File: config.mk
export PLATFORM = sky130hd
export DESIGN_NAME = score_display_mux
export DESIGN_NICKNAME = d
export VERILOG_FILES = /design/src/rtl/score_disp_pkg.sv /design/src/rtl/score_display_mux_bin2bcd_seq.sv /design/src/rtl/score_display_mux.sv
export SDC_FILE = /design/constraint.sdc
export NUM_CORES = 1
export LEC_CHECK = 0
export BUFFER_PORTS_ARGS = -buffer_cell sky130_fd_sc_hd__clkbuf_2
export CAP_MARGIN = 20
export CORE_MARGIN = 2
export CORE_UTILIZATION = 60
export CTS_CLUSTER_SIZE = 10
export DETAILED_ROUTE_END_ITERATION = 16
export GPL_TIMING_DRIVEN = 0
export PLACE_DENSITY = 0.79
export SYNTH_ARGS = -nofsm -noshare
export SYNTH_HDL_FRONTEND = slang
export SYNTH_SLANG_ARGS = --single-unit
File: constraint.sdc
create_clock -name clk -period 5.7 [get_ports clk]
set_clock_uncertainty 0.15 [all_clocks]
set_input_delay 0.57 -clock clk [delete_from_list [all_inputs] [get_ports clk]]
set_output_delay 0.57 -clock clk [all_outputs]
set_load 0.05 [all_outputs]
File: src/rtl/score_disp_pkg.sv
// Shared constants for the score display: segment codes, converter state encoding,
// and helpers for decimal limits and segment decode.
package score_disp_pkg;

  localparam logic [6:0] SEG_0     = 7'b1111110;
  localparam logic [6:0] SEG_1     = 7'b0110000;
  localparam logic [6:0] SEG_2     = 7'b1101101;
  localparam logic [6:0] SEG_3     = 7'b1111001;
  localparam logic [6:0] SEG_4     = 7'b0110011;
  localparam logic [6:0] SEG_5     = 7'b1011011;
  localparam logic [6:0] SEG_6     = 7'b1011111;
  localparam logic [6:0] SEG_7     = 7'b1110010;
  localparam logic [6:0] SEG_8     = 7'b1111111;
  localparam logic [6:0] SEG_9     = 7'b1111011;
  localparam logic [6:0] SEG_BLANK = 7'b0000000;

  localparam logic [1:0] ST_IDLE = 2'd0;
  localparam logic [1:0] ST_CONV = 2'd1;
  localparam logic [1:0] ST_LOAD = 2'd2;

  function automatic logic [63:0] pow10(input int unsigned n);
    logic [63:0] r;
    r = 64'd1;
    for (int unsigned i = 0; i < n; i++) begin
      r = r * 64'd10;
    end
    return r;
  endfunction

  function automatic logic [6:0] seg_decode(input logic [3:0] d);
    logic [6:0] s;
    case (d)
      4'd0:    s = SEG_0;
      4'd1:    s = SEG_1;
      4'd2:    s = SEG_2;
      4'd3:    s = SEG_3;
      4'd4:    s = SEG_4;
      4'd5:    s = SEG_5;
      4'd6:    s = SEG_6;
      4'd7:    s = SEG_7;
      4'd8:    s = SEG_8;
      4'd9:    s = SEG_9;
      default: s = SEG_BLANK;
    endcase
    return s;
  endfunction

endpackage

File: src/rtl/score_display_mux_bin2bcd_seq.sv
// Sequential double-dabble converter: samples the score when it changes, clamps it
// to the display range, and publishes BCD digits plus an overflow flag.
module bin2bcd_seq
  import score_disp_pkg::*;
#(
  parameter int NUM_DIGITS = 4,
  parameter int SCORE_W    = 14
) (
  input  logic                    clk,
  input  logic                    rst_n,
  input  logic [SCORE_W-1:0]      score,
  output logic [4*NUM_DIGITS-1:0] bcd,
  output logic                    busy,
  output logic                    ovf
);

  localparam int         BCD_W   = 4 * NUM_DIGITS;
  localparam int         CNT_W   = $clog2(SCORE_W + 1);
  localparam logic [63:0] MAX_VAL = pow10(NUM_DIGITS) - 64'd1;

  logic [1:0]         state;
  logic [SCORE_W-1:0] last_score;
  logic [SCORE_W-1:0] bin_sh;
  logic [BCD_W-1:0]   bcd_work;
  logic [BCD_W-1:0]   bcd_adj;
  logic [CNT_W-1:0]   bit_cnt;
  logic               ovf_pend;
  logic               over_max;

  assign over_max = (64'(score) > MAX_VAL);

  // Pre-shift correction: any nibble of 5 or more gets +3 so the shift carries into the next decade.
  always_comb begin
    bcd_adj = bcd_work;
    for (int i = 0; i < NUM_DIGITS; i++) begin
      if (bcd_work[4*i +: 4] >= 4'd5) begin
        bcd_adj[4*i +: 4] = bcd_work[4*i +: 4] + 4'd3;
      end else begin
        bcd_adj[4*i +: 4] = bcd_work[4*i +: 4];
      end
    end
  end

  always_ff @(posedge clk or negedge rst_n) begin
    if (!rst_n) begin
      state      <= ST_IDLE;
      last_score <= '0;
      bin_sh     <= '0;
      bcd_work   <= '0;
      bit_cnt    <= '0;
      ovf_pend   <= 1'b0;
      bcd        <= '0;
      busy       <= 1'b0;
      ovf        <= 1'b0;
    end else begin
      case (state)
        ST_IDLE: begin
          if (score != last_score) begin
            last_score <= score;
            if (over_max) begin
              bin_sh   <= MAX_VAL[SCORE_W-1:0];
              ovf_pend <= 1'b1;
            end else begin
              bin_sh   <= score;
              ovf_pend <= 1'b0;
            end
            bit_cnt  <= CNT_W'(SCORE_W);
            bcd_work <= '0;
            busy     <= 1'b1;
            state    <= ST_CONV;
          end
        end
        ST_CONV: begin
          {bcd_work, bin_sh} <= {bcd_adj, bin_sh} << 1;
          bit_cnt            <= bit_cnt - CNT_W'(1);
          if (bit_cnt == CNT_W'(1)) begin
            state <= ST_LOAD;
          end
        end
        ST_LOAD: begin
          bcd   <= bcd_work;
          ovf   <= ovf_pend;
          busy  <= 1'b0;
          state <= ST_IDLE;
        end
        default: begin
          busy  <= 1'b0;
          state <= ST_IDLE;
        end
      endcase
    end
  end

endmodule

File: src/rtl/score_display_mux.sv
// Multiplexed 7-segment score display: BCD conversion plus one-digit-per-slot scan.
// Optional SCORE_LEADING_BLANK_EN blanks zero digits above the most significant non-zero one.
module score_display_mux
  import score_disp_pkg::*;
#(
  parameter int NUM_DIGITS  = 4,
  parameter int SCORE_W     = 14,
  parameter int REFRESH_DIV = 100000
) (
  input  logic                  clk,
  input  logic                  rst_n,
  input  logic [SCORE_W-1:0]    score,
  output logic [6:0]            seg,
  output logic [NUM_DIGITS-1:0] an_n,
  output logic                  busy,
  output logic                  ovf
);

  localparam int CNT_W = (REFRESH_DIV > 1) ? $clog2(REFRESH_DIV) : 1;
  localparam int IDX_W = (NUM_DIGITS > 1) ? $clog2(NUM_DIGITS) : 1;

  logic [4*NUM_DIGITS-1:0] disp;
  logic [CNT_W-1:0]        ref_cnt;
  logic [IDX_W-1:0]        idx;
  logic [3:0]              cur_digit;
  logic                    blank;
  logic [6:0]              seg_next;
  logic [NUM_DIGITS-1:0]   an_next;

  bin2bcd_seq #(
    .NUM_DIGITS (NUM_DIGITS),
    .SCORE_W    (SCORE_W)
  ) u_conv (
    .clk   (clk),
    .rst_n (rst_n),
    .score (score),
    .bcd   (disp),
    .busy  (busy),
    .ovf   (ovf)
  );

  assign cur_digit = disp[idx*4 +: 4];

`ifdef SCORE_LEADING_BLANK_EN
  logic [IDX_W-1:0] msd;

  // Position of the highest non-zero digit; digit 0 is always lit.
  always_comb begin
    msd = '0;
    for (int i = 1; i < NUM_DIGITS; i++) begin
      if (disp[4*i +: 4] != 4'd0) begin
        msd = IDX_W'(i);
      end else begin
        msd = msd;
      end
    end
  end

  assign blank = (idx > msd);
`else
  assign blank = 1'b0;
`endif

  assign seg_next = blank ? SEG_BLANK : seg_decode(cur_digit);
  assign an_next  = ~(NUM_DIGITS'(1) << idx);

  // Slot timer and digit index; outputs are registered from the index, so they lag it by one clock.
  always_ff @(posedge clk or negedge rst_n) begin
    if (!rst_n) begin
      ref_cnt <= '0;
      idx     <= '0;
      seg     <= SEG_0;
      an_n    <= ~NUM_DIGITS'(1);
    end else begin
      if (ref_cnt == CNT_W'(REFRESH_DIV - 1)) begin
        ref_cnt <= '0;
        if (idx == IDX_W'(NUM_DIGITS - 1)) begin
          idx <= '0;
        end else begin
          idx <= idx + IDX_W'(1);
        end
      end else begin
        ref_cnt <= ref_cnt + CNT_W'(1);
      end
      seg  <= seg_next;
      an_n <= an_next;
    end
  end

endmodule

# --- After elaboration in Yosys (flattened, before gate mapping) ---
# Memory sizes are Yosys's and may differ from the RTL's. A register that Yosys moved wholly into a read port is not among the register bits.
# Index checks and enable logic that the tools add are counted.
totals:
  regBits: 92
  latchBits: 0
  ramBits: 0
  mem_bits_ro: 112
  input_bits: 16
  out_inout_bits: 13
  wordCells: 63
  n_memories: 1
memory_table:
  columns: ["memory", "words", "word_bits", "read_ports", "rd_clocked_by_memory_dff", "write_ports", "line_no", "source"]
  rows:
  - ["(no name shown)", 16, 7, 1, 1, 0, "score_disp_pkg.sv:32", "case (d)"]
classes:
  addsub: 7
  mul: 0
  div: 0
  magnitude_cmp: 5
  eq_ne: 8
  shifts: 2
  mux: 19
  bitwise_logic: 2
  n_reduce_logical: 7
ops:
  columns: ["operator", "count"]
  rows:
  - ["16-bit case mux with 2 select lines", 1]
  - ["14-bit 2-to-1 mux", 2]
  - ["14-bit case mux with 2 select lines", 1]
  - ["17-bit by 1-bit adder with 17-bit output, second input constant", 1]
  - ["17-bit == test, second input constant", 1]
  - ["17-bit 2-to-1 mux", 1]
  - ["4-bit by 3-bit >= comparator with 1-bit output, second input constant", 4]
  - ["16-bit 2-to-1 mux", 1]
  - ["4-bit 2-to-1 mux", 4]
  - ["16-bit by 5-bit indexed part select with 4-bit output", 1]
  - ["14-bit > comparator, second input constant", 1]
  - ["14-bit inequality test", 1]
  - ["4-bit by 2-bit adder with 4-bit output, second input constant", 3]
  - ["4-bit case mux with 2 select lines", 1]
  - ["2-bit AND reduction", 4]
  - ["2-bit 2-to-1 mux", 3]
  - ["2-bit == test, second input constant", 2]
  - ["4-bit by 1-bit == test with 1-bit output, second input constant", 1]
  - ["2-bit by 1-bit inequality test with 1-bit output, second input constant", 2]
  - ["4-bit NOT", 1]
  - ["2-bit case mux with 2 select lines", 1]
  - ["1-bit by 2-bit << shifter with 4-bit output, first input constant", 1]
  - ["4-bit by 1-bit subtractor with 4-bit output, second input constant", 1]
  - ["3-bit by 2-bit adder with 3-bit output, second input constant", 1]
  - ["9 further kinds", 10]

# --- Logic depth before layout (Yosys ltp) ---
depth:
  depth_word: 4
  ltp_mapped: 7
  mapped_depth_nobuf: 7

# --- Cells and area by module ---
# Synthesis repeated with hierarchy kept, for this count alone.
hier_totals:
  cells_unflattened: 450
  hier_area_um2: 4887.2
by_module_without_submodules:
  columns: ["mod", "instances", "cells_per_inst", "area_each_um2", "seq_area_each_um2"]
  rows:
  - ["bin2bcd_seq", 1, 313, 3350.7, 1726.7]
  - ["score_display_mux", 1, 137, 1536.5, 762.0]

# --- Worst setup path after synthesis ---
# No wires, ideal clock.
synth_timing:
  path_type: "flip-flop to flip-flop"
  startpoint: "register ref_cnt[12]"
  endpoint: "register idx[0]"
  setup_ps: 125
  arrival_time_ps: 2165
  required_ps: 5425
  path_slack_ps: 3260
  stages_incl_launch_ff: 7
  n_path_buf: 1
  synth_period_minus_slack_ps: 2440
  cell_sequence: "dfrtp_1 > or4b_1 > or4b_1 > nor4_2 > and3_4 > buf_8 > mux2_4"
synth_between:
  elab_chain_len: 1
synth_rtl:
  columns: ["item", "line_no", "source"]
  rows:
  - ["start, declared", "score_display_mux.sv:23", "logic [CNT_W-1:0] ref_cnt;"]
  - ["start signal, assigned", "score_display_mux.sv:83", "ref_cnt <= ref_cnt + CNT_W'(1);"]
  - ["17-bit == test", "score_display_mux.sv:75", "if (ref_cnt == CNT_W'(REFRESH_DIV - 1)) begin"]
  - ["end signal, assigned", "score_display_mux.sv:80", "idx <= idx + IDX_W'(1);"]
  - ["end, declared", "score_display_mux.sv:24", "logic [IDX_W-1:0] idx;"]
# No other way between the ends.
# A chain may end at the register's enable or synchronous reset.

# --- Worst setup path after layout ---
layout_timing:
  startpoint: "register u_conv.state[1]"
  endpoint: "register u_conv.bcd[8]"
layout_between:
  elab_chain_len: 1
layout_rtl:
  columns: ["item", "line_no", "source"]
  rows:
  - ["start, declared", "score_display_mux_bin2bcd_seq.sv:21", "logic [1:0] state;"]
  - ["start signal, assigned", "score_display_mux_bin2bcd_seq.sv:46", "state <= ST_IDLE;"]
  - ["start signal, assigned", "score_display_mux_bin2bcd_seq.sv:70", "state <= ST_CONV;"]
  - ["start signal, assigned", "score_display_mux_bin2bcd_seq.sv:77", "state <= ST_LOAD;"]
  - ["2-bit == test", "score_display_mux_bin2bcd_seq.sv:56", "case (state)"]
  - ["end signal, assigned", "score_display_mux_bin2bcd_seq.sv:81", "bcd <= bcd_work;"]
  - ["end, declared", "score_display_mux_bin2bcd_seq.sv:12", "output logic [4*NUM_DIGITS-1:0] bcd,"]
# No other way between the ends.

==> metrics.yaml <==
drive_above_1_share: 0.216
finalCriticalPeriod_ns: 2.64
ir_worst_vdd_mv: 0.229
area_growth_pct: 10.0
syn_area_per_cell_sq_um: 11.7
ys_dominant_reg_cell: "dfrtp_1"
rsz0062_at_grt: "no"
die_x_um: 92.4
rows: 32
final_util: 0.674
fin_crit_sh: 0.463
maxCapViolCount: 0
outcome: "finished, final reports clean"
h-tree-depth: 3
clkSinkCount: 99
clockRootBuffer: "clkbuf_8"
die_area_sq_um: 8530
critPathMaxFanout: 10
reg2regPathDepth: 5
syn_inst: 399
multiInputGateArea_sq_um: 2050
die_h_um: 92.4
finalNonFillerCells: 546
yosysWarnings: 0
cts.path.max_buffers: 2
io_buffer_count: 28
endpoint_kind: "register"
cts_setup_buffers: 0
r2r_slack_ns: 3.06
setup_violations: 0
synth-seq-area-share: 0.531
hold_buffers: 0
drt_iter0_markers: 190
grt_pass1_vias: 3191
postCtsResizedCells: 0
overflow: 0
drc: 0
avgViaCountPerCell: 5.67
antenna_found_initial: 0
regArea_sq_um: 2490
setup-tns-final_ns: 0
numCtsBuffers: 9
antenna_cells: 0
grt_start_max_net_pins: 68
synth_nets: 436
postSynth.asyncResetShare: 1.00
max_freq_ghz: 0.379
grt_pass1_wl_um: 15400
drt-wirelength-per-cell_um: 16.2
totalPowerFinal_w: 0.00241
syn-cell-area_sq_um: 4690
start_util: 0.613
hold_class: "input port to asynchronous set/reset pin"
path_class: "register to register"
n_fill_cell: 588
ant_nets: 0
gp_congestion: 0.794
r2r_end: "u_conv.bcd[8]$_DFFE_PN0N_"
cp.required_ns: 5.79
synth-edff-count: 0
start_kind: "register"
reg2reg_from: "u_conv.state[1]$_DFFE_PN0P_"
core-area_sq_um: 7650
ys_ff_latch: 99
clk_pin_slew_ns: 0.09
leakagePower_nw: 2.30
slew_violations: 0
finalHoldViolations: 0
ys_types: 41
dp_cells: 530
nets: 476
dr.pass1.iters: 4
relSlewSlack: 0.481
worst_pin_slew_ns: 0.770
drt-total-wl_um: 8820
io_pins: 29
globalRouteTotalUtil: 0.229
dpl.hpwl_um: 6270
power_density_nw_per_um2: 468
cts_tree: "done"
route.vias.total: 3098
arrival_ns: 2.73
clk_latency_ns: 0.36
-- power breakdown --
group	internal, W	leakage (nW)	switching, W
combinational	0.000402	0.999	0.000491
clock	0.000173	0.0803	0.000235
sequential	0.000945	1.22	0.000166
total	0.00152	2.30	0.000892
-- worst max-delay path by stage --
stage	from	endpoint	depth (start not counted)
after floorplan	ref_cnt[12]$_DFF_PN0_	idx[0]$_DFFE_PN0N_	6
after global placement	rst_n	ref_cnt[13]$_DFF_PN0_	1
after detailed placement	score[6]	u_conv.last_score[11]$_DFFE_PN0P_	6
after CTS	u_conv.state[1]$_DFFE_PN0P_	u_conv.bcd[8]$_DFFE_PN0N_	5
after global routing	u_conv.state[1]$_DFFE_PN0P_	u_conv.bcd[8]$_DFFE_PN0N_	5
final	u_conv.state[1]$_DFFE_PN0P_	u_conv.bcd[8]$_DFFE_PN0N_	5
-- per-stage QoR --
stage                     setup slack (ns)  hold WS [ns]  area (sq um)
after floorplan                       3.26         0.124          4690
after global placement                2.70         0.316          4950
after detailed placement              2.82         0.327          4980
after CTS                             3.07        0.0320          5160
after global routing                  2.88        0.0603          5160
final                                 3.06        0.0376          5160
-- sequential cells by signal, indices dropped and copies added (netlist names), 2 cells and up --
register / count
seg: 7
u_conv.bcd: 16
u_conv.bit_cnt: 4
u_conv.bcd_work: 16
ref_cnt: 17
u_conv.state: 2
idx: 2
u_conv.last_score: 14
an_n: 4
u_conv.bin_sh: 14
-- cell type report --
cell class	instances	share of cell area
plain buffers	12	0.0112
clock buffers	13	0.0289
clock inverters	3	0.00461
inverters	24	0.0175
multi-input cells	264	0.397
flip-flops and latches	99	0.483
well taps	102	0.0248
repair buffers	29	0.0330
-- Yosys cell counts, drive strengths merged (7+ instances only) --
master / number / area share
dfstp: 9 / 0.050
ha: 21 / 0.056
clkbuf: 10 / 0.0080
nand4: 8 / 0.011
xor2: 10 / 0.019
inv: 23 / 0.018
a221o: 7 / 0.015
o21ai: 25 / 0.027
dfrtp: 90 / 0.48
nand2: 26 / 0.021
o32ai: 9 / 0.017
mux2: 35 / 0.085
nor3: 7 / 0.0075
xnor2: 26 / 0.049
nand3: 8 / 0.0085
nor2: 25 / 0.020
a21oi: 10 / 0.011
a22o: 8 / 0.015
-- cells by family (layout without fill, tap and decap cells) --
kind of cell / count (synthesis) / in the layout / share of synthesized area
buf+inv: 36 / 81 / 0.0315
flops: 99 / 99 / 0.531
fa+ha+maj: 21 / 21 / 0.0561
compound gates: 70 / 70 / 0.104
simple gates: 98 / 98 / 0.105
xor+xnor: 36 / 36 / 0.0673
mux: 39 / 39 / 0.104
-- routing by layer --
metal  GRT usage  share of wire  up-vias
met5           0              0        -
met4      0.0970          0.015        0
met3      0.0439          0.032       12
met2       0.353           0.47       47
met1       0.322           0.48     1544
li1            -              -     1495
-- layout by cell type, fill, tap and decap left out, drive strengths merged, types with 3 or more instances in the layout --
master and instances:
and3 5, mux4 4, dfstp 9, xnor2 26, a22o 8, ha 21
o22ai 5, nor2 25, clkbuf 51, nor3 7, xor2 10, buf 3
mux2 35, nand2b 4, a21oi 10, o32ai 9, nand3 8, and2 3
dfrtp 90, inv 24, o21ai 25, a221o 7, nand2 26, nand4 8
-- worst max-delay path, stage by stage (launching register included) --
cell and delay (ns):
dfrtp_1 0.33, clkbuf_1 0.34, inv_1 0.17, nor2_1 0.63
clkbuf_1 0.50, mux2_2 0.40
Power figures use the tool's default switching activity.
